`src/rtl/dense_seq_pkg.sv`:
```
// rtl/dense_seq_pkg.sv - shared types, widths and backprop_controll field layout for the dense layer sequencer
package dense_seq_pkg;

    typedef enum logic [1:0] {
        IDLE = 2'd0,
        FWD  = 2'd1,
        BWD  = 2'd2,
        DONE = 2'd3
    } state_t;

    localparam int ACT_TYPE_SIZE   = 4;
    localparam int DENSE_TYPE_SIZE = 4;
    localparam int COST_TYPE_SIZE  = 8;
    localparam int BPC_SIZE        = 66;

    localparam int BP_EN_BIT = 65;
    localparam int LAST_BIT  = 64;
    localparam int IDX_LSB   = 32;
    localparam int LR_LSB    = 0;

    // Assemble {bp_en, last, layer_idx, lr}; the index arrives already zero-extended.
    function automatic logic [BPC_SIZE-1:0] pack_bpc(
        input logic        bp_en,
        input logic        last,
        input logic [31:0] idx,
        input logic [31:0] lr_v
    );
        logic [BPC_SIZE-1:0] v;
        v                 = '0;
        v[BP_EN_BIT]      = bp_en;
        v[LAST_BIT]       = last;
        v[IDX_LSB +: 32]  = idx;
        v[LR_LSB +: 32]   = lr_v;
        return v;
    endfunction

endpackage

```
`src/rtl/dense_layer_cfg_table.sv`:
```
// rtl/dense_layer_cfg_table.sv - per-layer {act, dense} register file, one write port, one async read port
module dense_layer_cfg_table #(
    parameter int MAX_LAYERS = 8,
    parameter int AW         = $clog2(MAX_LAYERS),
    parameter int ACT_W      = 4,
    parameter int DENSE_W    = 4
) (
    input  logic               clk,
    input  logic               we,
    input  logic [AW-1:0]      waddr,
    input  logic [ACT_W-1:0]   wact,
    input  logic [DENSE_W-1:0] wdense,
    input  logic [AW-1:0]      raddr,
    output logic [ACT_W-1:0]   ract,
    output logic [DENSE_W-1:0] rdense
);

    logic [ACT_W+DENSE_W-1:0] mem_q [MAX_LAYERS];

    // Table contents are deliberately not reset; software loads them before a step.
    always_ff @(posedge clk) begin
        if (we) begin
            mem_q[waddr] <= {wact, wdense};
        end
    end

    assign {ract, rdense} = mem_q[raddr];

endmodule

```
`src/rtl/dense_layer_sequencer.sv`:
```
// rtl/dense_layer_sequencer.sv - forward/backward layer issue sequencer; optional stall input via DENSE_LAYER_SEQUENCER_STALL_EN
module dense_layer_sequencer
    import dense_seq_pkg::*;
#(
    parameter int MAX_LAYERS             = 8,
    parameter int PIPE_DEPTH             = 4,
    parameter int act_type_size          = ACT_TYPE_SIZE,
    parameter int dense_type_size        = DENSE_TYPE_SIZE,
    parameter int cost_type_size         = COST_TYPE_SIZE,
    parameter int backprop_controll_size = BPC_SIZE
) (
    input  logic                              clk,
    input  logic                              rst,
`ifdef DENSE_LAYER_SEQUENCER_STALL_EN
    input  logic                              stall,
`endif
    input  logic                              cfg_we,
    input  logic [$clog2(MAX_LAYERS)-1:0]     cfg_addr,
    input  logic [act_type_size-1:0]          cfg_act,
    input  logic [dense_type_size-1:0]        cfg_dense,
    input  logic [$clog2(MAX_LAYERS):0]       num_layers,
    input  logic [cost_type_size-1:0]         cost_type,
    input  logic [31:0]                       lr,
    input  logic                              do_backprop,
    input  logic                              start,
    output logic                              busy,
    output logic                              done,
    output logic                              issue_valid,
    output logic [act_type_size-1:0]          act_type,
    output logic [dense_type_size-1:0]        dense_type,
    output logic [cost_type_size-1:0]         cost_type_out,
    output logic [backprop_controll_size-1:0] backprop_controll,
    output logic [$clog2(MAX_LAYERS)-1:0]     layer_idx
);

    localparam int IW = $clog2(MAX_LAYERS);
    localparam int NW = IW + 1;
    localparam int WW = $clog2(PIPE_DEPTH + 1);
    localparam logic [WW-1:0] WAIT_INIT = WW'(PIPE_DEPTH - 1);

    state_t                          state_q, state_d;
    logic [IW-1:0]                   idx_q, idx_d;
    logic [WW-1:0]                   wait_q, wait_d;
    logic [NW-1:0]                   n_q;
    logic                            bp_req_q;
    logic [31:0]                     lr_q;
    logic [cost_type_size-1:0]       cost_q;
    logic                            issue_q;
    logic [act_type_size-1:0]        act_q;
    logic [dense_type_size-1:0]      dense_q;
    logic [backprop_controll_size-1:0] bpc_q;

    logic                            accept;
    logic                            fire;
    logic                            fire_bp;
    logic                            fire_last;
    logic [31:0]                     lr_eff;
    logic                            stalled;
    logic [act_type_size-1:0]        rd_act;
    logic [dense_type_size-1:0]      rd_dense;

`ifdef DENSE_LAYER_SEQUENCER_STALL_EN
    assign stalled = stall;
`else
    assign stalled = 1'b0;
`endif

    // The table is read at the index about to be issued so the output register captures it on the issuing edge.
    dense_layer_cfg_table #(
        .MAX_LAYERS (MAX_LAYERS),
        .AW         (IW),
        .ACT_W      (act_type_size),
        .DENSE_W    (dense_type_size)
    ) u_cfg_table (
        .clk    (clk),
        .we     (cfg_we),
        .waddr  (cfg_addr),
        .wact   (cfg_act),
        .wdense (cfg_dense),
        .raddr  (idx_d),
        .ract   (rd_act),
        .rdense (rd_dense)
    );

    // Next-state: issue, then count PIPE_DEPTH-1 idle cycles down to zero before the next issue.
    always_comb begin
        state_d   = state_q;
        idx_d     = idx_q;
        wait_d    = wait_q;
        accept    = 1'b0;
        fire      = 1'b0;
        fire_bp   = 1'b0;
        fire_last = 1'b0;
        lr_eff    = lr_q;
        case (state_q)
            IDLE: begin
                if (start && (num_layers != '0) && (num_layers <= NW'(MAX_LAYERS))) begin
                    accept    = 1'b1;
                    state_d   = FWD;
                    idx_d     = '0;
                    wait_d    = WAIT_INIT;
                    fire      = 1'b1;
                    fire_last = (num_layers == NW'(1));
                    lr_eff    = lr;
                end
            end
            FWD: begin
                if (!stalled) begin
                    if (wait_q != '0) begin
                        wait_d = wait_q - WW'(1);
                    end else if (NW'(idx_q) != (n_q - NW'(1))) begin
                        idx_d     = idx_q + IW'(1);
                        wait_d    = WAIT_INIT;
                        fire      = 1'b1;
                        fire_last = ((NW'(idx_q) + NW'(1)) == (n_q - NW'(1)));
                    end else if (bp_req_q) begin
                        // Backward pass starts on the layer the forward pass just finished.
                        state_d   = BWD;
                        wait_d    = WAIT_INIT;
                        fire      = 1'b1;
                        fire_bp   = 1'b1;
                        fire_last = (idx_q == '0);
                    end else begin
                        state_d = DONE;
                    end
                end
            end
            BWD: begin
                if (!stalled) begin
                    if (wait_q != '0) begin
                        wait_d = wait_q - WW'(1);
                    end else if (idx_q != '0) begin
                        idx_d     = idx_q - IW'(1);
                        wait_d    = WAIT_INIT;
                        fire      = 1'b1;
                        fire_bp   = 1'b1;
                        fire_last = (idx_q == IW'(1));
                    end else begin
                        state_d = DONE;
                    end
                end
            end
            DONE: begin
                state_d = IDLE;
            end
            default: begin
                state_d = IDLE;
            end
        endcase
    end

    // State, counters, step parameters and the registered issue bus.
    always_ff @(posedge clk or posedge rst) begin
        if (rst) begin
            state_q  <= IDLE;
            idx_q    <= '0;
            wait_q   <= '0;
            n_q      <= '0;
            bp_req_q <= 1'b0;
            lr_q     <= '0;
            cost_q   <= '0;
            issue_q  <= 1'b0;
            act_q    <= '0;
            dense_q  <= '0;
            bpc_q    <= '0;
        end else begin
            state_q <= state_d;
            idx_q   <= idx_d;
            wait_q  <= wait_d;
            issue_q <= fire;
            if (accept) begin
                n_q      <= num_layers;
                bp_req_q <= do_backprop;
                lr_q     <= lr;
                cost_q   <= cost_type;
            end
            if (fire) begin
                act_q   <= rd_act;
                dense_q <= rd_dense;
                bpc_q   <= backprop_controll_size'(pack_bpc(fire_bp, fire_last, 32'(idx_d), lr_eff));
            end
        end
    end

    assign busy              = (state_q == FWD) || (state_q == BWD);
    assign done              = (state_q == DONE);
    assign issue_valid       = issue_q;
    assign act_type          = act_q;
    assign dense_type        = dense_q;
    assign cost_type_out     = cost_q;
    assign backprop_controll = bpc_q;
    assign layer_idx         = idx_q;

endmodule

```
`config.mk`:
```
export PLATFORM = sky130hd
export DESIGN_NAME = dense_layer_sequencer
export DESIGN_NICKNAME = d
export VERILOG_FILES = /design/src/rtl/dense_seq_pkg.sv /design/src/rtl/dense_layer_cfg_table.sv /design/src/rtl/dense_layer_sequencer.sv
export SDC_FILE = /design/constraint.sdc
export NUM_CORES = 1
export LEC_CHECK = 0
export CORE_MARGIN = 8
export CORE_UTILIZATION = 43
export CTS_CLUSTER_SIZE = 30
export DETAILED_ROUTE_END_ITERATION = 8
export PLACE_DENSITY = 0.79
export SYNTH_ARGS = -nofsm -noshare
export SYNTH_HDL_FRONTEND = slang
export SYNTH_SLANG_ARGS = --single-unit
```
`constraint.sdc`:
```
create_clock -name clk -period 4.73 [get_ports clk]
set_input_delay 0.7095 -clock clk [delete_from_list [all_inputs] [get_ports clk]]
set_output_delay 0.7095 -clock clk [all_outputs]
set_load 0.01 [all_outputs]
```
# Word level (Yosys, flattened, before mapping)
# Memories as Yosys holds them, arrays and structs flattened. A register that Yosys moved wholly into a read port is not among the register bits.
# Index checks and enable logic that the tools add are counted.
# Widths: inputs -> output; s select.
word_totals:
  latch_bits: 0
  in_bits: 60
  mem_bits_ro: 0
  mem_bits_rw: 64
  regBits: 91
  word_cells: 83
  n_memories: 1
mem_list:
  columns: ["name", "depth", "width", "rd", "rd_ports_with_merged_regs", "wr", "line", "text"]
  rows:
  - ["u_cfg_table.mem_q", 8, 8, 1, 1, 1, "dense_layer_cfg_table.sv:18", "logic [ACT_W+DENSE_W-1:0] mem_q [MAX_LAYERS];"]
op_classes:
  order_cmp: 1
  n_mux: 42
  mul: 0
  n_eq_ne: 14
  shifts: 0
  n_reduce_logical: 11
  div_mod_pow: 0
  add_sub_neg: 5
  n_bitwise: 0
ops:
  columns: ["operator", "count"]
  rows:
  - ["$mux 32", 2]
  - ["$mux 3", 11]
  - ["$mux 1", 18]
  - ["$pmux 3 s3", 2]
  - ["$mux 2", 5]
  - ["$ne 2x2->1 const B", 5]
  - ["$reduce_bool 3->1", 3]
  - ["$pmux 2 s4", 1]
  - ["$pmux 1 s3", 2]
  - ["$sub 3x1->3 const B", 2]
  - ["$reduce_and 5->1", 1]
  - ["$add 3x1->4 const B", 1]
  - ["$eq 2x2->1 const B", 2]
  - ["$eq 4x1->1 const B", 1]
  - ["$eq 4x4->1", 1]
  - ["$le 4x4->1 const B", 1]
  - ["$ne 3x4->1", 1]
  - ["$ne 4x4->1 const B", 1]
  - ["$reduce_and 4->1", 1]
  - ["$reduce_bool 4->1", 1]
  - ["$sub 4x1->4 const B", 1]
  - ["$add 3x1->3 const B", 1]
  - ["$eq 3x1->1 const B", 1]
  - ["$logic_not 3->1", 1]
  - ["6 further kinds", 7]

# Longest topological paths before layout
# Gate-level depths: netlist of run 1.
depth:
  word_depth: 5
  depth_mapped: 13
  mapped_depth_nobuf: 11

# By module
# A second synthesis of run 1 with hierarchy kept.
unflattened:
  hier_cells: 459
  hier_area_um2: 7079.3
by_module_without_submodules:
  columns: ["mod", "area_per_inst_um2", "instances", "cells_per_inst", "seq_area_each_um2"]
  rows:
  - ["dense_layer_sequencer", 4548.1, 1, 353, 2477.4]
  - ["dense_layer_cfg_table", 2531.2, 1, 106, 1921.8]

# Least setup slack after synthesis of run 1
# No wires, ideal clock.
synth_timing:
  path_kind: "input to register"
  from: "input port num_layers[3]"
  to: "register act_q[3] (netlist: act_type[3]) (read register of u_cfg_table.mem_q)"
  arrival_time_ns: 2.545
  path_slack_ns: 2.058
  stages: 9
  setup_time_ns: 0.128
  n_path_buf: 1
  cell_sequence: "or4_1 > nand3_1 > a21oi_1 > o211a_1 > o22a_1 > buf_6 > mux2_4 > a222oi_1 > nand2_1"
synth_via:
  elab_chain_cells: 5
  elab_cells_between_ends: 8
  cone_classes: "order compare: 1; mux: 4; reduce/logical: 3"
synth_lines:
  columns: ["element", "line", "text"]
  rows:
  - ["start: declaration", "dense_layer_sequencer.sv:21", "input logic [$clog2(MAX_LAYERS):0] num_layers,"]
  - ["branches (longest 2 deep; another with $le 4x4->1)", null, null]
  - ["$logic_and 1x1->1 (*)", "dense_layer_sequencer.sv:97", "if (start && (num_layers != '0) && (num_layers <= NW'(MAX_LAYERS))) begin"]
  - ["$mux 3 / $mux 1 (equally long branches)", "dense_layer_sequencer.sv:97", null]
  - ["$pmux 3 s3 / $pmux 1 s3 (equally long branches)", "dense_layer_sequencer.sv:95", "case (state_q)"]
  - ["end: declaration", "dense_layer_sequencer.sv:49", "logic [act_type_size-1:0] act_q;"]
# Every way passes the cells marked *.
# A chain may end at the register's enable or synchronous reset.

# Final worst setup path of run 1
layout_timing:
  from: "input port num_layers[0]"
  to: "register dense_q[3] (netlist: dense_type[3]) (read register of u_cfg_table.mem_q)"
layout_via:
  elab_chain_cells: 5
  elab_cells_between_ends: 8
  cone_classes: "order compare: 1; mux: 4; reduce/logical: 3"
layout_lines:
  columns: ["element", "line", "text"]
  rows:
  - ["branches (longest 2 deep; another with $le 4x4->1)", null, null]
  - ["$logic_and 1x1->1 (*)", "dense_layer_sequencer.sv:97", null]
  - ["$mux 3 / $mux 1 (equally long branches)", "dense_layer_sequencer.sv:97", null]
  - ["$pmux 3 s3 / $pmux 1 s3 (equally long branches)", "dense_layer_sequencer.sv:95", null]
  - ["end: declaration", "dense_layer_sequencer.sv:50", "logic [dense_type_size-1:0] dense_q;"]
# Marked as above.

==> results_dict.tcl, run 1 <==
set metrics [dict create \
    port_buffers 118 \
    met1Wirelength_um 7037 \
    gp_congestion 0.8504 \
    status "completed" \
    vias 4647 \
    synth_common_cells "nor2_1 (117), dfrtp_1 (99), edfxtp_1 (64)" \
    async_flop_share 0.6074 \
    fin_crit_sh 0.7129 \
    globalRouteOverflowTotal 0 \
    power_mw 5.250 \
    tightest_slew_ns 1.039 \
    ant_nets 0 \
    critPathLaunchType "input port" \
    fin_worst_skew_ns 0.004995 \
    hold_slack_ns 0.4939 \
    htree_num_levels 4 \
    highest_layer "met4" \
    setup_violations 0 \
    die_h_um 144.6 \
    clockRootBuffer "clkbuf_16" \
    clock_latency_ns 0.42 \
    start_util 0.4351 \
    met3RoutedLength_um 1362 \
    max_stage_delay_ns 0.58 \
    yosysTopAreaCell "dfrtp_1" \
    clock-sinks 163 \
    drt-total-wl_um 16410 \
    grt_pass1_vias 4737 \
    die_x_um 144.6 \
    syn_avg_cell_area_sq_um 12.59 \
    ys_top_cells_by_area "dfrtp_1 (35%), edfxtp_1 (27%), mux2_2 (7.3%)" \
    met2_length_um 7755 \
    clkSlewWorstSetupHoldPaths_ns 0.06 \
    cellLeakagePower_nw 3.720 \
    synth_area_sq_um 7113 \
    irDropWorstVdd_v 0.0002813 \
    synthCells 565 \
    antenna_found_initial 0 \
    cap_violations 0 \
    drive_gt1_frac 0.1476 \
    synth_top_area_frac 0.3483 \
    num_rows 47 \
    drt_first_pass_iters 5 \
    fmax_ghz 0.2966 \
    synth-seq-cells 163 \
    ys_types 61 \
    fin_cells 918 \
    worst-path-max-fanout 21 \
    top_level_ports 148 \
    fp.coreArea_sq_um 16350 \
    slew_headroom 0.2989 \
    syn2layout_area_growth_pct 25.73 \
    cts_tree "done" \
    holdBufCountCts 0 \
    yosysSeqAreaShare 0.6185 \
    crit_path_end_kind "register" \
    clk_path_buf_depth 2 \
    yosysMostFrequentCell "nor2_1" \
    path_class "input port to register" \
    finalSetupTns_ns 0 \
    cts_buffers 17 \
    avgRoutedWirePerCell_um 17.87 \
    fin_crit_ns 3.372 \
    synth_edf_count 64 \
    nets 756 \
    hold_viol 0 \
    grt_pass1_wl_um 25500 \
    place_inst 886 \
    crit_slowest_cell "o22a_2" \
    grt_max_degree 76 \
    grt_setup_unrepaired "no" \
    critical_path.cell_chain "clkdlybuf4s50_1 > o31ai_1 > nand3_1 > a21oi_1 > o211a_1 > o22a_2 > buf_4 > mux2i_1 > a22oi_1 > and3_1" \
    cts_resized 0 \
    synthFlopType "dfrtp_1" \
    crit_required_ns 5.04 \
    n_antenna_cell 0 \
    worst-endpoint-arrival_ns 3.68 \
    cts_setup_buffers 0 \
    drt_iter0_drc 368 \
    utilization 0.5471 \
    power.density_nw_per_um2 587.1 \
    drc_errors 0 \
    dieArea_sq_um 20910 \
    track_usage 0.1600 \
    min_path_type "register to register" \
    drv_slew 0 \
    synth_warnings 0 \
    vias_per_cell 5.062 \
    hpwl_um 11400 \
]
-- power breakdown --
| group | switching [mW] | leakage [nW] | internal (mW) |
|---|---|---|---|
| sequential | 0.244 | 1.75 | 1.89 |
| clock | 0.561 | 0.267 | 0.730 |
| combinational | 0.891 | 1.71 | 0.934 |
| total | 1.70 | 3.72 | 3.55 |
-- registers in the layout (all words and copies together), names as in the netlist --
| name | flops |
|---|---|
| act_type | 4 |
| backprop_controll | 37 |
| bp_req_q | 1 |
| cost_type_out | 8 |
| dense_type | 4 |
| issue_valid | 1 |
| layer_idx | 3 |
| lr_q | 32 |
| n_q | 4 |
| state_q | 2 |
| u_cfg_table.mem_q | 64 |
| wait_q | 3 |
-- logic make-up after synthesis --
| kind of cell | after synthesis | share of synthesized area |
|---|---|---|
| and+or+nand+nor | 187 | 0.1221 |
| muxes | 76 | 0.1175 |
| adders and majority gates | 11 | 0.01935 |
| xor gates and xnor gates | 8 | 0.01091 |
| other | 1 | 0.0005272 |
| AOI/OAI and AO/OA | 51 | 0.05365 |
| buffers and inverters | 68 | 0.05752 |
| DFF | 163 | 0.6185 |
-- layout by cell type (no fill, tap or decap), types with 3 or more instances in the layout --
cell type,instances
buf_4,7
nor2_1,117
a31oi_1,3
nor3_1,3
a21oi_1,10
clkbuf_16,17
inv_6,4
mux2i_1,28
clkdlybuf4s50_1,118
edfxtp_1,64
a22oi_1,7
nor2b_1,3
mux2_2,46
nand3b_1,3
o21ai_0,11
and3_1,9
nand3_1,5
xor2_1,5
inv_1,13
ha_1,11
nand2b_1,5
conb_1,29
dfrtp_1,99
nand2_1,26
-- cell type report --
class,count,area (sq um)
Timing Repair Buffer,125,1234
Tap cell,220,275.3
Clock inverter,14,127.6
Fill cell,1364,7405
Inverter,16,62.56
Sequential cell,163,4399
Multi-Input combinational cell,362,2416
Clock buffer,18,429.2
-- path summary, 6_finish.rpt --
| check | from | end | slack, ns | cells past startpoint |
|---|---|---|---|---|
| worst max-delay path | num_layers[0] | dense_type[3] | 1.36 | 10 |
| worst min-delay path | lr_q[29] | lr_q[29] | 0.49 | 1 |
| worst max register to register | n_q[0] | dense_type[3] | 1.38 | 11 |
| worst min register to register | lr_q[29] | lr_q[29] | 0.49 | 1 |
| max in group asynchronous | rst | backprop_controll[32] | 2.96 | 3 |
| min in group asynchronous | rst | lr_q[22] | 0.85 | 2 |
-- through the flow --
| step | worst slack (ns) | instance area (sq um) |
|---|---|---|
| finish | 1.358 | 8944 |
| global route | 1.210 | 8944 |
| CTS | 1.404 | 8944 |
| detailed placement | 0.9795 | 8387 |
| global placement | 1.126 | 8387 |
| floorplan | 1.430 | 7218 |
-- critical path: cells and delay by family --
| kind | cells | cell delay (ns) |
|---|---|---|
| buffers and inverters | 2 | 0.80 |
| AOI/OAI and AO/OA | 5 | 1.51 |
| muxes | 1 | 0.25 |
| and+or+nand+nor | 2 | 0.41 |
-- layer usage --
metal | vias up | track usage
met5 | - | 0
met1 | 2288 | 0.2079
li1 | 2152 | -
met2 | 182 | 0.2544
met4 | 0 | 0.05422
met3 | 25 | 0.04226
Note: power is estimated with default switching activity, not from simulation.
==> inputs of run 2 (changes only) <==
PLACE_DENSITY = 0.82   (was 0.79)
clock period = 2.85 ns   (was 4.73 ns; I/O delays follow)
==> run 2 against run 1 <==
Effect of this change: clock power up 71%; critical endpoint unchanged; flip-flop and latch count stayed put; hold slack got worse by 0.024 ns; power up 69%; global-route usage shrank 0.66 points; first-iteration DRC count shrank 23%; cell count is 3.9% higher; critical path depth increased by 1.
==> results_dict.tcl, run 2 (synthesized netlist as in run 1, its figures left out) <==
set metrics [dict create \
    status "completed" \
    min_path_type "input port to asynchronous set/reset pin" \
    clk_path_buf_depth 2 \
    port_buffers 118 \
    hpwl_um 11190 \
    largest_register "u_cfg_table.mem_q" \
    clkSlewWorstSetupHoldPaths_ns 0.07 \
    drt-total-wl_um 15780 \
    worst-endpoint-arrival_ns 3.02 \
    cts_buffers 17 \
    setup_violations 0 \
    hold_slack_ns 0.4696 \
    critPathLaunchType "register" \
    fmax_ghz 0.3693 \
    nets 792 \
    die_x_um 144.6 \
    top_level_ports 148 \
    tightest_slew_ns 0.7184 \
    clock_latency_ns 0.42 \
    fp.coreArea_sq_um 16350 \
    dieArea_sq_um 20910 \
    start_util 0.4351 \
    cap_violations 0 \
    gp_congestion 0.8835 \
    cellLeakagePower_nw 3.921 \
    slew_headroom 0.5200 \
    fin_worst_skew_ns 0.009743 \
    grt_pass1_vias 4597 \
    holdBufCountCts 0 \
    crit_path_end_kind "register" \
    utilization 0.5676 \
    final_common_cell "clkdlybuf4s50_1" \
    die_h_um 144.6 \
    avgRoutedWirePerCell_um 16.54 \
    fin_cells 954 \
    cts_tree "done" \
    grt_max_degree 39 \
    vias 4636 \
    drt_first_pass_iters 4 \
    grt_pass1_wl_um 24380 \
    drive_gt1_frac 0.1921 \
    path_class "register to register" \
    num_rows 47 \
    power_mw 8.884 \
    worst-path-max-fanout 28 \
    place_inst 920 \
    fin_crit_sh 0.9502 \
    vias_per_cell 4.860 \
    syn2layout_area_growth_pct 30.45 \
    power.density_nw_per_um2 957.4 \
    n_antenna_cell 0 \
    crit_required_ns 3.16 \
    largest_reg_flops 64 \
    drv_slew 0 \
    htree_num_levels 4 \
    drc_errors 0 \
    grt_setup_unrepaired "no" \
    drt_iter0_drc 283 \
    irDropWorstVdd_v 0.0004785 \
    globalRouteOverflowTotal 0 \
    clockRootBuffer "clkbuf_16" \
    hold_viol 0 \
    ant_nets 0 \
    most-common-layout-cells "clkdlybuf4s50_1 (118), nor2_1 (117), dfrtp_1 (99), edfxtp_1 (64), mux2_2 (46)" \
    track_usage 0.1534 \
    fin_crit_ns 2.708 \
    clock-sinks 163 \
    antenna_found_initial 0 \
    finalSetupTns_ns 0 \
    fillers 1357 \
]
## run 2: worst max-delay path: stages, from the launching register on
cell	delay [ns]
dfrtp_1	0.35
inv_1	0.05
ha_1	0.24
xnor2_2	0.24
and4b_4	0.30
o31ai_4	0.10
a31oi_1	0.23
o22a_2	0.27
buf_12	0.25
mux2i_1	0.24
a22oi_1	0.12
and3_1	0.20
## run 2: final timing paths
kind / cells past startpoint / slack (ns) / to / startpoint
min in group clk: 2 / 0.48 / backprop_controll[64] / backprop_controll[64]
min: 2 / 0.47 / lr_q[23] / rst
max: 11 / 0.14 / dense_type[3] / n_q[0]
max reg2reg: 11 / 0.14 / dense_type[3] / n_q[0]
max in group asynchronous: 3 / 1.75 / lr_q[0] / rst
min reg2reg: 2 / 0.48 / backprop_controll[64] / backprop_controll[64]
## run 2: metal layers
layer  wire (um)  GRT usage  up-vias
met5           0          0        -
met4         275    0.06134        0
met3        1125    0.03731       19
met2        8105     0.2601      132
met1        6275     0.1842     2264
li1            -          -     2221
## run 2: area by class of cell
class	count	area (sq um)	area share
timing repair buffer	161	1554	0.1675
sequential	163	4399	0.4741
tap	220	275.3	0.02967
clock buffer	17	425.4	0.04585
multi-input combinational	362	2414	0.2601
clock inverter	15	147.6	0.01591
inverter	16	63.81	0.006877
## run 2: through the flow
step                      worst slack (ns)  area, sq um
after floorplan                     0.2730         7222
after global placement             -0.1049         8688
after detailed placement           -0.1822         8688
after CTS                          0.09290         9261
after global routing               0.01178         9279
final                               0.1418         9279
## run 2: where the power goes
part	internal [mW]	switching (mW)	leakage (nW)	total, mW
clock	1.22	0.978	0.273	2.20
combinational	1.69	1.50	1.90	3.19
sequential	3.13	0.360	1.75	3.49
total	6.05	2.84	3.92	8.88
## run 2: timing repair
item / in CTS / in global routing
setup buffers: 0 / 2
setup endpoints to repair: 0 / 8
resized for setup: 0 / 1
